==> src/rtl/hazard_fwd_ctrl.sv <==
// Execute-stage hazard and forwarding controller.
// Tracks the producers in EX and ME and emits registered operand-forwarding
// selects, load-use stall, branch/jump flush and memory-busy freeze controls,
// plus wrap-around stall/flush event counters.
// The WB slot is deliberately not stored: the register file is write-first,
// so a WB producer never needs forwarding, and nothing outside reads it.
module hazard_fwd_ctrl #(
  parameter int RA_W  = 5,
  parameter int CNT_W = 32
) (
  input  logic             clk,
  input  logic             rst,
  input  logic             id_valid,
  input  logic [RA_W-1:0]  id_rs1_addr,
  input  logic             id_rs1_ren,
  input  logic [RA_W-1:0]  id_rs2_addr,
  input  logic             id_rs2_ren,
  input  logic [RA_W-1:0]  id_rd_addr,
  input  logic             id_rd_wen,
  input  logic             id_is_load,
  input  logic             ex_b_flag,
  input  logic             ex_jump,
  input  logic             mem_busy,
  output logic [1:0]       rs1_src,
  output logic [1:0]       rs2_src,
  output logic             stall_pc,
  output logic             stall_ifid,
  output logic             flush_ifid,
  output logic             flush_idex,
  output logic             freeze,
  output logic [CNT_W-1:0] stall_cnt,
  output logic [CNT_W-1:0] flush_cnt
);

  logic            r_exValid;
  logic [RA_W-1:0] r_exRd;
  logic            r_exWen;
  logic            r_exLoad;
  logic            r_meValid;
  logic [RA_W-1:0] r_meRd;
  logic            r_meWen;

  logic [1:0]       r_rs1Src;
  logic [1:0]       r_rs2Src;
  logic [CNT_W-1:0] r_stallCnt;
  logic [CNT_W-1:0] r_flushCnt;

  logic       w_freeze;
  logic       w_redirect;
  logic       w_dep1;
  logic       w_dep2;
  logic       w_loadUse;
  logic       w_flushIdex;
  logic       w_bubble;
  logic       w_fwdEx1;
  logic       w_fwdEx2;
  logic       w_fwdMe1;
  logic       w_fwdMe2;
  logic [1:0] w_rs1SrcNext;
  logic [1:0] w_rs2SrcNext;

  // Hazard detection: freeze dominates redirect, which dominates load-use.
  always_comb begin
    w_freeze    = mem_busy;
    w_redirect  = r_exValid & (ex_b_flag | ex_jump) & ~w_freeze;
    w_dep1      = id_valid & id_rs1_ren & (id_rs1_addr != '0) &
                  r_exValid & r_exWen & r_exLoad & (r_exRd == id_rs1_addr);
    w_dep2      = id_valid & id_rs2_ren & (id_rs2_addr != '0) &
                  r_exValid & r_exWen & r_exLoad & (r_exRd == id_rs2_addr);
    w_loadUse   = (w_dep1 | w_dep2) & ~w_redirect & ~w_freeze;
    w_flushIdex = w_redirect | w_loadUse;
    w_bubble    = w_flushIdex | ~id_valid;
  end

  // Forwarding select for the instruction about to enter EX; the newest producer (EX) wins over ME.
  always_comb begin
    w_fwdEx1 = id_rs1_ren & (id_rs1_addr != '0) & r_exValid & r_exWen & (r_exRd == id_rs1_addr);
    w_fwdEx2 = id_rs2_ren & (id_rs2_addr != '0) & r_exValid & r_exWen & (r_exRd == id_rs2_addr);
    w_fwdMe1 = id_rs1_ren & (id_rs1_addr != '0) & r_meValid & r_meWen & (r_meRd == id_rs1_addr);
    w_fwdMe2 = id_rs2_ren & (id_rs2_addr != '0) & r_meValid & r_meWen & (r_meRd == id_rs2_addr);
    w_rs1SrcNext = 2'b00;
    w_rs2SrcNext = 2'b00;
    if (!w_bubble) begin
      if (w_fwdEx1)      w_rs1SrcNext = 2'b01;
      else if (w_fwdMe1) w_rs1SrcNext = 2'b10;
      if (w_fwdEx2)      w_rs2SrcNext = 2'b01;
      else if (w_fwdMe2) w_rs2SrcNext = 2'b10;
    end
  end

  // Pipeline slot tracking and registered forwarding selects; everything holds while frozen.
  always_ff @(posedge clk or posedge rst) begin
    if (rst) begin
      r_exValid <= 1'b0;
      r_exRd    <= '0;
      r_exWen   <= 1'b0;
      r_exLoad  <= 1'b0;
      r_meValid <= 1'b0;
      r_meRd    <= '0;
      r_meWen   <= 1'b0;
      r_rs1Src  <= 2'b00;
      r_rs2Src  <= 2'b00;
    end else if (!w_freeze) begin
      r_meValid <= r_exValid;
      r_meRd    <= r_exRd;
      r_meWen   <= r_exWen;
      r_exValid <= id_valid & ~w_flushIdex;
      r_exRd    <= id_rd_addr;
      r_exWen   <= id_rd_wen;
      r_exLoad  <= id_is_load;
      r_rs1Src  <= w_rs1SrcNext;
      r_rs2Src  <= w_rs2SrcNext;
    end
  end

  // Performance counters; both terms already exclude frozen cycles and wrap naturally.
  always_ff @(posedge clk or posedge rst) begin
    if (rst) begin
      r_stallCnt <= '0;
      r_flushCnt <= '0;
    end else begin
      if (w_loadUse)  r_stallCnt <= r_stallCnt + CNT_W'(1);
      if (w_redirect) r_flushCnt <= r_flushCnt + CNT_W'(1);
    end
  end

  assign rs1_src    = r_rs1Src;
  assign rs2_src    = r_rs2Src;
  assign freeze     = w_freeze;
  assign stall_pc   = w_freeze | w_loadUse;
  assign stall_ifid = w_freeze | w_loadUse;
  assign flush_ifid = w_redirect;
  assign flush_idex = w_flushIdex;
  assign stall_cnt  = r_stallCnt;
  assign flush_cnt  = r_flushCnt;

endmodule

==> config.mk <==
export PLATFORM = sky130hd
export DESIGN_NAME = hazard_fwd_ctrl
export DESIGN_NICKNAME = d
export VERILOG_FILES = /design/src/rtl/hazard_fwd_ctrl.sv
export SDC_FILE = /design/constraint.sdc
export NUM_CORES = 1
export LEC_CHECK = 0
export ABC_CLOCK_PERIOD_IN_PS = 3100
export CAP_MARGIN = 10
export CORE_MARGIN = 2
export CORE_UTILIZATION = 38
export CTS_CLUSTER_DIAMETER = 200
export DETAILED_ROUTE_END_ITERATION = 8
export PLACE_DENSITY = 0.69
export SYNTH_ARGS = -nofsm -noshare
export SYNTH_HDL_FRONTEND = slang
export SYNTH_SLANG_ARGS = --single-unit
==> constraint.sdc <==
create_clock -name clk -period 3.1 [get_ports clk]
set_clock_uncertainty 0.15 [all_clocks]
set_input_delay 0.31 -clock clk [delete_from_list [all_inputs] [get_ports clk]]
set_output_delay 0.31 -clock clk [all_outputs]
set_load 0.005 [all_outputs]
# --- After elaboration in Yosys (flattened, before gate mapping) ---
# Cells that the tools add are included.
totals:
  ff_bits: 83
  out_inout_bits: 73
  in_bits: 25
classes:
  bitwise_logic: 40
  mux: 6
  n_reduce_logical: 2
  n_addsub: 2
  eq_ne: 4
ops:
  columns: ["op", "count"]
  rows:
  - ["adder 32 x 1 -> 32 bit (second input constant)", 2]
  - ["bitwise AND 1 bit", 31]
  - ["== test 5 bit", 4]
  - ["2-to-1 mux 2 bit", 6]
  - ["nonzero test 5 bit", 2]
  - ["bitwise OR 1 bit", 5]
  - ["inverter 1 bit", 4]

# --- Depth between registers and ports, before layout ---
# Gate-level depths: netlist of run 1.
depth:
  ltp_word: 12
  ltp_mapped: 8
  mapped_depth_nobuf: 6

# --- Worst setup path before layout of run 1 ---
# No wires, ideal clock.
synth_timing:
  path_type: "in2out"
  startpoint: "input port id_rs1_addr[0]"
  endpoint: "output port stall_pc"
  stages: 7
  arrival_time_ns: 1.648
  path_buffers: 2
  path_slack_ns: 0.992
  path_cell_list: "or4_1 -> o21ai_1 -> or3_1 -> buf_2 -> a21o_2 -> nand2b_1 -> buf_4"
synth_between:
  elab_chain_len: 10
  word_cells_on_any_way: 11
synth_lines:
  columns: ["item", "line_no", "text"]
  rows:
  - ["start, declared", "14", "input logic [RA_W-1:0] id_rs1_addr,"]
  - ["nonzero test 5 bit", "66", "w_dep1 = id_valid & id_rs1_ren & (id_rs1_addr != '0) &"]
  - ["bitwise AND 1 bit (2 in series)", "66", null]
  - ["bitwise AND 1 bit (2 in series)", "67", "r_exValid & r_exWen & r_exLoad & (r_exRd == id_rs1_addr);"]
  - ["bitwise AND 1 bit (*)", "67", null]
  - ["bitwise OR 1 bit (*)", "70", "w_loadUse = (w_dep1 | w_dep2) & ~w_redirect & ~w_freeze;"]
  - ["bitwise AND 1 bit (*) (2 in series)", "70", null]
  - ["bitwise OR 1 bit (*)", null, null]
  - ["end, declared", "26", "output logic stall_pc,"]
# Mark *: on every way between the ends. The rest lies on a longest branch, timed or not.

# --- Worst setup path after layout of run 1 ---
layout_timing:
  startpoint: "input port id_rs2_addr[1]"
  endpoint: "output port flush_idex"
layout_between:
  elab_chain_len: 10
  word_cells_on_any_way: 11
layout_lines:
  columns: ["item", "line_no", "text"]
  rows:
  - ["start, declared", "16", "input logic [RA_W-1:0] id_rs2_addr,"]
  - ["nonzero test 5 bit", "68", "w_dep2 = id_valid & id_rs2_ren & (id_rs2_addr != '0) &"]
  - ["bitwise AND 1 bit (2 in series)", "68", null]
  - ["bitwise AND 1 bit (2 in series)", "69", "r_exValid & r_exWen & r_exLoad & (r_exRd == id_rs2_addr);"]
  - ["bitwise AND 1 bit (*)", "69", null]
  - ["bitwise OR 1 bit (*)", "70", null]
  - ["bitwise AND 1 bit (*) (2 in series)", "70", null]
  - ["bitwise OR 1 bit (*)", "71", "w_flushIdex = w_redirect | w_loadUse;"]
  - ["end, declared", "29", "output logic flush_idex,"]
# Marks and branches as above.

==> metrics.yaml, run 1 <==
sta:
  max-slew-margin-rel_pct: 50.9
  rsz0062_at_grt: "false"
  fin_setup_tns_ns: 0
  worst_slack_ns: 0.222
  period_minus_slack_ns: 2.88
  clock.fmax_mhz: 347
  slew_viol_final: 0
  timing.final.crit_share_pct: 92.9
  worst_pin_slew_ns: 0.736
  hold_viol_final: 0
  setup_viol: 0
synthesis:
  synth_area_um2: 3940
  synthFlopType: "dfrtp_1"
  ys_seq_area_share_pct: 52.7
  yosys_warnings: 0
  synthArstFlopShare_pct: 100
  syn_nets: 374
  syn_inst: 347
  yosys_register_bits: 83
  yosysTopAreaCellShare_pct: 52.7
  synth_edf_count: 0
  synth_largest_area_cell: "dfrtp_1"
  syn_area_per_cell_um2: 11.4
  synth_cell_types: 40
  netlist_top_cells_area: "dfrtp_1 (53%), xnor2_1 (14%), xor2_1 (4.4%)"
  yosys-top-cells-count: "dfrtp_1 (83), xnor2_1 (62), nand2_1 (31)"
  yosysMostFrequentCell: "dfrtp_1"
setup_path:
  worst_ep_arrival_time_ns: 2.42
  r2r_slack_ns: 0.77
  crit_chain: "clkdlybuf4s50_1 -> or4_1 -> o21ai_1 -> or3_4 -> a21bo_4 -> o21ai_0 -> clkdlybuf4s50_1"
  start_kind: "input pin"
  reg2reg_from: "stall_cnt[10]$_DFFE_PP0P_"
  crit_start: "id_rs2_addr[1]"
  cp-endpoint: "flush_idex"
  timing.rr.end: "stall_cnt[28]$_DFFE_PP0P_"
  cpMaxStageDelayCell: "or4_1"
  crit_fanout: 6
  critPathMaxStageDelay_ns: 0.54
  cpMostUsedCell: "clkdlybuf4s50_1"
  crit_type: "in -> out"
  reg2regPathDepth: 6
  cp.buffers_inverters: 2
  crit_family: "buffers and inverters"
  cp.depth: 7
  end_kind: "output port"
  cp.required_ns: 2.64
floorplan:
  die_area_um2: 11200
  start_util_pct: 38.7
  die_w_um: 106
  fp.dieH_um: 106
  num_rows: 37
  core_um2: 10200
  io_pins: 98
global_route:
  grt_pass1_vias: 2936
  grt_use_total_pct: 16.1
  grt_start_max_net_pins: 43
  grt_pass1_wl_um: 14400
  grt_antenna_before_repair: 0
  overflow: 0
route:
  post-route-drc-count: 0
  drtIter0Drc: 79
  drtPass1Iterations: 4
  vias_per_cell: 4.96
  wirelength_um: 8470
  vias: 2935
  wl_per_cell_um: 14.3
  ant_nets: 0
pwr:
  peakVddDrop_v: 0.000187
  powerDensity_nw_per_um2: 416
  p_leak_nw: 2.17
place:
  hpwlAfterDp_um: 6310
  port_buffers: 97
  pre_cts_slack_ns: 0.103
  place_congestion: 0.819
clocking:
  clk_latency_ns: 0.35
  cts.path.max_buffers: 2
  cts_tree: "yes"
  cts_max_level: 3
  cts-hold-fix-buffers: 0
  ctsResizeCount: 0
  post-cts-setup-buffers: 0
  numCtsBuffers: 9
  cts-root-buf: "clkbuf_8"
  cts_sinks: 83
  path_clk_slew_ns: 0.09
cells_and_area:
  multi_input_area_um2: 1800
  drive_above_1_share_pct: 11.4
  n_antenna_cell: 0
  seqCellArea_um2: 2080
  fillCellCount: 915
  area_growth_pct: 33.7
  finalNetCount: 478
worst_hold_path:
  min_path_type: "in -> async"
job:
  max_cap_viol_count: 0
status:
  status: "finished, final reports clean"
cell type report:
cell class	instances	share of cell area, %
Multi-Input combinational cell	250	34.2
Inverter	4	0.308
Clock inverter	4	0.474
Tap cell	136	3.23
Clock buffer	12	2.94
Timing Repair Buffer	103	19.5
Sequential cell	83	39.4
cell usage in the layout (no fill, tap or decap), drive strengths merged, types with 3 or more instances in the layout:
cell type,instances
nand3b,3
nor4,7
xor2,20
xnor2,62
buf,6
o21ai,7
nor2,13
dfrtp,83
inv,3
clkbuf,12
nand4,23
mux2,15
nor2b,3
and3,10
and4,4
nand3,26
clkinv,3
nor3,8
or3,3
clkdlybuf4s50,97
nand2,31
worst min-delay path by stage:
stage / startpoint / to / cells after the start
3_3_place_gp: flush_cnt[31]$_DFFE_PP0P_ / flush_cnt[31]$_DFFE_PP0P_ / 1
3_5_place_dp: flush_cnt[31]$_DFFE_PP0P_ / flush_cnt[31]$_DFFE_PP0P_ / 1
2_1_floorplan: id_rd_addr[4] / r_exRd[4]$_DFFE_PP0N_ / 1
5_1_grt: rst / flush_cnt[28]$_DFFE_PP0P_ / 2
6_report: rst / flush_cnt[26]$_DFFE_PP0P_ / 2
4_1_cts: rst / flush_cnt[28]$_DFFE_PP0P_ / 2
cells by family (layout without fill, tap and decap cells):
| group | Yosys count | in the layout | share of synthesized area (%) |
|---|---|---|---|
| flip-flops | 83 | 83 | 52.7 |
| adder cells (fa/ha/maj) | 2 | 2 | 0.634 |
| XOR/XNOR | 82 | 82 | 18.2 |
| multiplexers | 15 | 15 | 4.28 |
| buffers and inverters | 14 | 123 | 1.90 |
| AO/OA/AOI/OAI | 14 | 14 | 2.51 |
| AND/OR/NAND/NOR | 137 | 137 | 19.8 |
where the power goes:
part           internal, mW  total [mW]  switching [mW]
sequential             1.14        1.20          0.0679
combinational         0.167       0.275           0.108
clock                 0.333       0.713           0.380
total                  1.63        2.19           0.556
per-stage QoR:
stage          hold WS [ns]  cells  instance area [um^2]  power (mW)  utilization [%]
4_1_cts               0.244    592                  5260        2.23             51.7
3_5_place_dp          0.323    576                  5080        1.51             49.9
6_report              0.226    592                  5270        2.19             51.8
5_1_grt               0.276    592                  5270        2.31             51.8
3_3_place_gp          0.318    576                  5080        1.50             49.9
2_1_floorplan         0.311    347                  3940        1.35                -
sequential cells by signal (all words and copies together), names as in the netlist:
signal	flops
flush_cnt	32
stall_cnt	32
r_exRd	5
r_meRd	5
rs1_src	2
rs2_src	2
r_exLoad	1
r_exValid	1
r_exWen	1
r_meValid	1
r_meWen	1
layer usage:
metal,GRT usage (%),routed length (um)
met5,0,0
met4,6.02,99
met3,3.53,371
met2,26.8,4100
met1,20.5,3900
worst reg2reg max path: cells and delay by family, from the launching register on:
kind | cells | cell delay [ns]
simple gates | 5 | 1.52
xor+xnor | 1 | 0.17
flops | 1 | 0.43
(Power assumes the default switching activity.)
==> inputs of run 2 (changes only) <==
HOLD_SLACK_MARGIN = 0.08   (was default)
==> results of run 2 <==
No change in the layout: final DEF, timing and power equal those of run 1.
==> inputs of run 3 (changes only) <==
DONT_BUFFER_PORTS = 1   (was default)
PLACE_DENSITY = 0.57   (was 0.69)
SETUP_SLACK_MARGIN = 0.2   (was default)
==> metrics.yaml, run 3 (synthesis gave the netlist of run 1 again) <==
sta:
  setup_viol: 0  # unchanged
  hold_viol_final: 0  # unchanged
  slew_viol_final: 0  # unchanged
  rsz0062_at_grt: "false"  # unchanged
  clock.fmax_mhz: 395  # was 347 MHz
  fin_setup_tns_ns: 0  # unchanged
  timing.final.crit_share_pct: 81.7  # was 92.9%
  worst_pin_slew_ns: 0.931  # was 0.736 ns
  max-slew-margin-rel_pct: 37.7  # was 50.9%
  period_minus_slack_ns: 2.53  # was 2.88 ns
route:
  ant_nets: 0  # unchanged
  post-route-drc-count: 0  # unchanged
  wirelength_um: 8240  # was 8470 um
  drtIter0Drc: 79  # unchanged
  vias_per_cell: 5.16  # was 4.96
  wl_per_cell_um: 16.4  # was 14.3 um
  drtPass1Iterations: 4  # unchanged
  vias: 2586  # was 2935
cells_and_area:
  final_common_cell: "dfrtp_1"  # was clkdlybuf4s50_1
  finalNetCount: 389  # was 478
  fillCellCount: 995  # was 915
  n_antenna_cell: 0  # unchanged
  multi_input_area_um2: 1790  # was 1800 um^2
  final_cell_mix: "dfrtp_1 (83), xnor2_1 (62), nand2_1 (31)"  # was clkdlybuf4s50_1 (97), dfrtp_1 (83), xnor2_1 (62)
  post-route-util_pct: 43.0  # was 51.8%
  area_growth_pct: 11.0  # was 33.7%
  seqCellArea_um2: 2080  # unchanged
  drive_above_1_share_pct: 12.6  # was 11.4%
clocking:
  ctsResizeCount: 0  # unchanged
  cts-hold-fix-buffers: 10  # was 0
  cts-root-buf: "clkbuf_8"  # unchanged
  cts_tree: "yes"  # unchanged
  path_clk_slew_ns: 0.09  # about the same
  cts_max_level: 3  # unchanged
  numCtsBuffers: 9  # unchanged
  post-cts-setup-buffers: 0  # unchanged
  cts.path.max_buffers: 2  # unchanged
  cts_sinks: 83  # unchanged
  clk_latency_ns: 0.34  # was 0.35 ns
pwr:
  power_mw: 2.13  # was 2.19 mW
  powerDensity_nw_per_um2: 487  # was 416 nW/um^2
  p_leak_nw: 1.85  # was 2.17 nW
  peakVddDrop_v: 0.000245  # was 0.000187 V
place:
  hpwlAfterDp_um: 5970  # was 6310 um
  place_congestion: 0.794  # was 0.819
  port_buffers: 0  # was 97
floorplan:
  die_w_um: 106  # unchanged
  core_um2: 10200  # unchanged
  die_area_um2: 11200  # unchanged
  fp.dieH_um: 106  # unchanged
  num_rows: 37  # unchanged
  start_util_pct: 38.7  # unchanged
  io_pins: 98  # unchanged
setup_path:
  crit_fanout: 6  # unchanged
  timing.rr.end: "stall_cnt[30]$_DFFE_PP0P_"  # was stall_cnt[28]$_DFFE_PP0P_
  r2r_slack_ns: 0.73  # was 0.77 ns
  end_kind: "output port"  # unchanged
  start_kind: "register"  # was input pin
  crit_type: "reg -> out"  # was in -> out
  reg2regPathDepth: 6  # unchanged
  reg2reg_from: "stall_cnt[8]$_DFFE_PP0P_"  # was stall_cnt[10]$_DFFE_PP0P_
  cp.required_ns: 2.64  # about the same
  worst_ep_arrival_time_ns: 2.07  # was 2.42 ns
global_route:
  overflow: 0  # unchanged
  grt_start_max_net_pins: 64  # was 43
  grt_antenna_before_repair: 0  # unchanged
  grt_pass1_vias: 2673  # was 2936
  grt_use_total_pct: 15.6  # was 16.1%
  grt_pass1_wl_um: 13700  # was 14400 um
status:
  status: "finished, final reports clean"  # unchanged
worst_hold_path:
  min_to: "rs2_src[1]$_DFFE_PP0N_"
  worstHoldStart: "id_rs2_addr[2]"
  min_path_cells: 5
  min_path_type: "in -> reg"  # was in -> async
job:
  max_cap_viol_count: 0  # unchanged
run 3: changes by cell type in the layout (fill, tap and decap cells not counted), sizes merged:
| cell | previous run | this run |
|---|---|---|
| clkbuf | 12 | 11 |
| bufinv | 0 | 1 |
| clkdlybuf4s50 | 97 | 0 |
| dlygate4sd3 | 0 | 10 |
| clkinvlp | 2 | 0 |
| buf | 6 | 4 |
run 3: final cells by class:
| type | instances | share of cell area (%) |
|---|---|---|
| well taps | 136 | 3.89 |
| flip-flops and latches | 83 | 47.4 |
| clock buffers | 11 | 3.23 |
| multi-input cells | 250 | 40.9 |
| repair buffers | 14 | 3.26 |
| clock inverters | 3 | 0.914 |
| inverters | 4 | 0.371 |
run 3: worst max-delay path by stage:
stage	from	endpoint	slack [ns]	cells past startpoint
floorplan	rst	flush_cnt[0]$_DFFE_PP0P_	0.50	1
detailed placement	stall_cnt[8]$_DFFE_PP0P_	stall_cnt[30]$_DFFE_PP0P_	0.78	6
finish	r_exRd[3]$_DFFE_PP0N_	stall_ifid	0.57	5
CTS	r_exRd[3]$_DFFE_PP0N_	stall_ifid	0.51	5
global placement	stall_cnt[2]$_DFFE_PP0P_	stall_cnt[25]$_DFFE_PP0P_	0.83	6
global route	mem_busy	flush_cnt[25]$_DFFE_PP0P_	0.42	6
run 3: metal layers:
| layer | wire length [um] | vias up | GRT usage (%) |
|---|---|---|---|
| met5 | 0 | - | 0 |
| met4 | 65 | 0 | 4.23 |
| met3 | 674 | 6 | 6.25 |
| met2 | 3790 | 83 | 24.1 |
| met1 | 3710 | 1265 | 20.2 |
| li1 | - | 1232 | - |
run 3: critical path: stages, from the launching register on:
cell      delay (ns)
dfrtp_1         0.44
xnor2_1         0.18
nand4_1         0.11
or3_1           0.48
a21o_2          0.31
nand2b_1        0.22
run 3: report_power, final:
group	internal (mW)	total (mW)	switching, mW
logic	0.0965	0.176	0.0796
clock network	0.384	0.745	0.361
registers	1.14	1.21	0.0751
run 3: metrics by stage:
step / hold WS, ns / worst slack [ns] / std cells / cell area [um^2]
3_3_place_gp: 0.294 / 0.826 / 476 / 4080
5_1_grt: 0.154 / 0.420 / 501 / 4380
6_report: 0.141 / 0.566 / 501 / 4380
3_5_place_dp: 0.294 / 0.785 / 476 / 4080
4_1_cts: 0.123 / 0.513 / 500 / 4360
2_1_floorplan: 0.311 / 0.503 / 347 / 3940
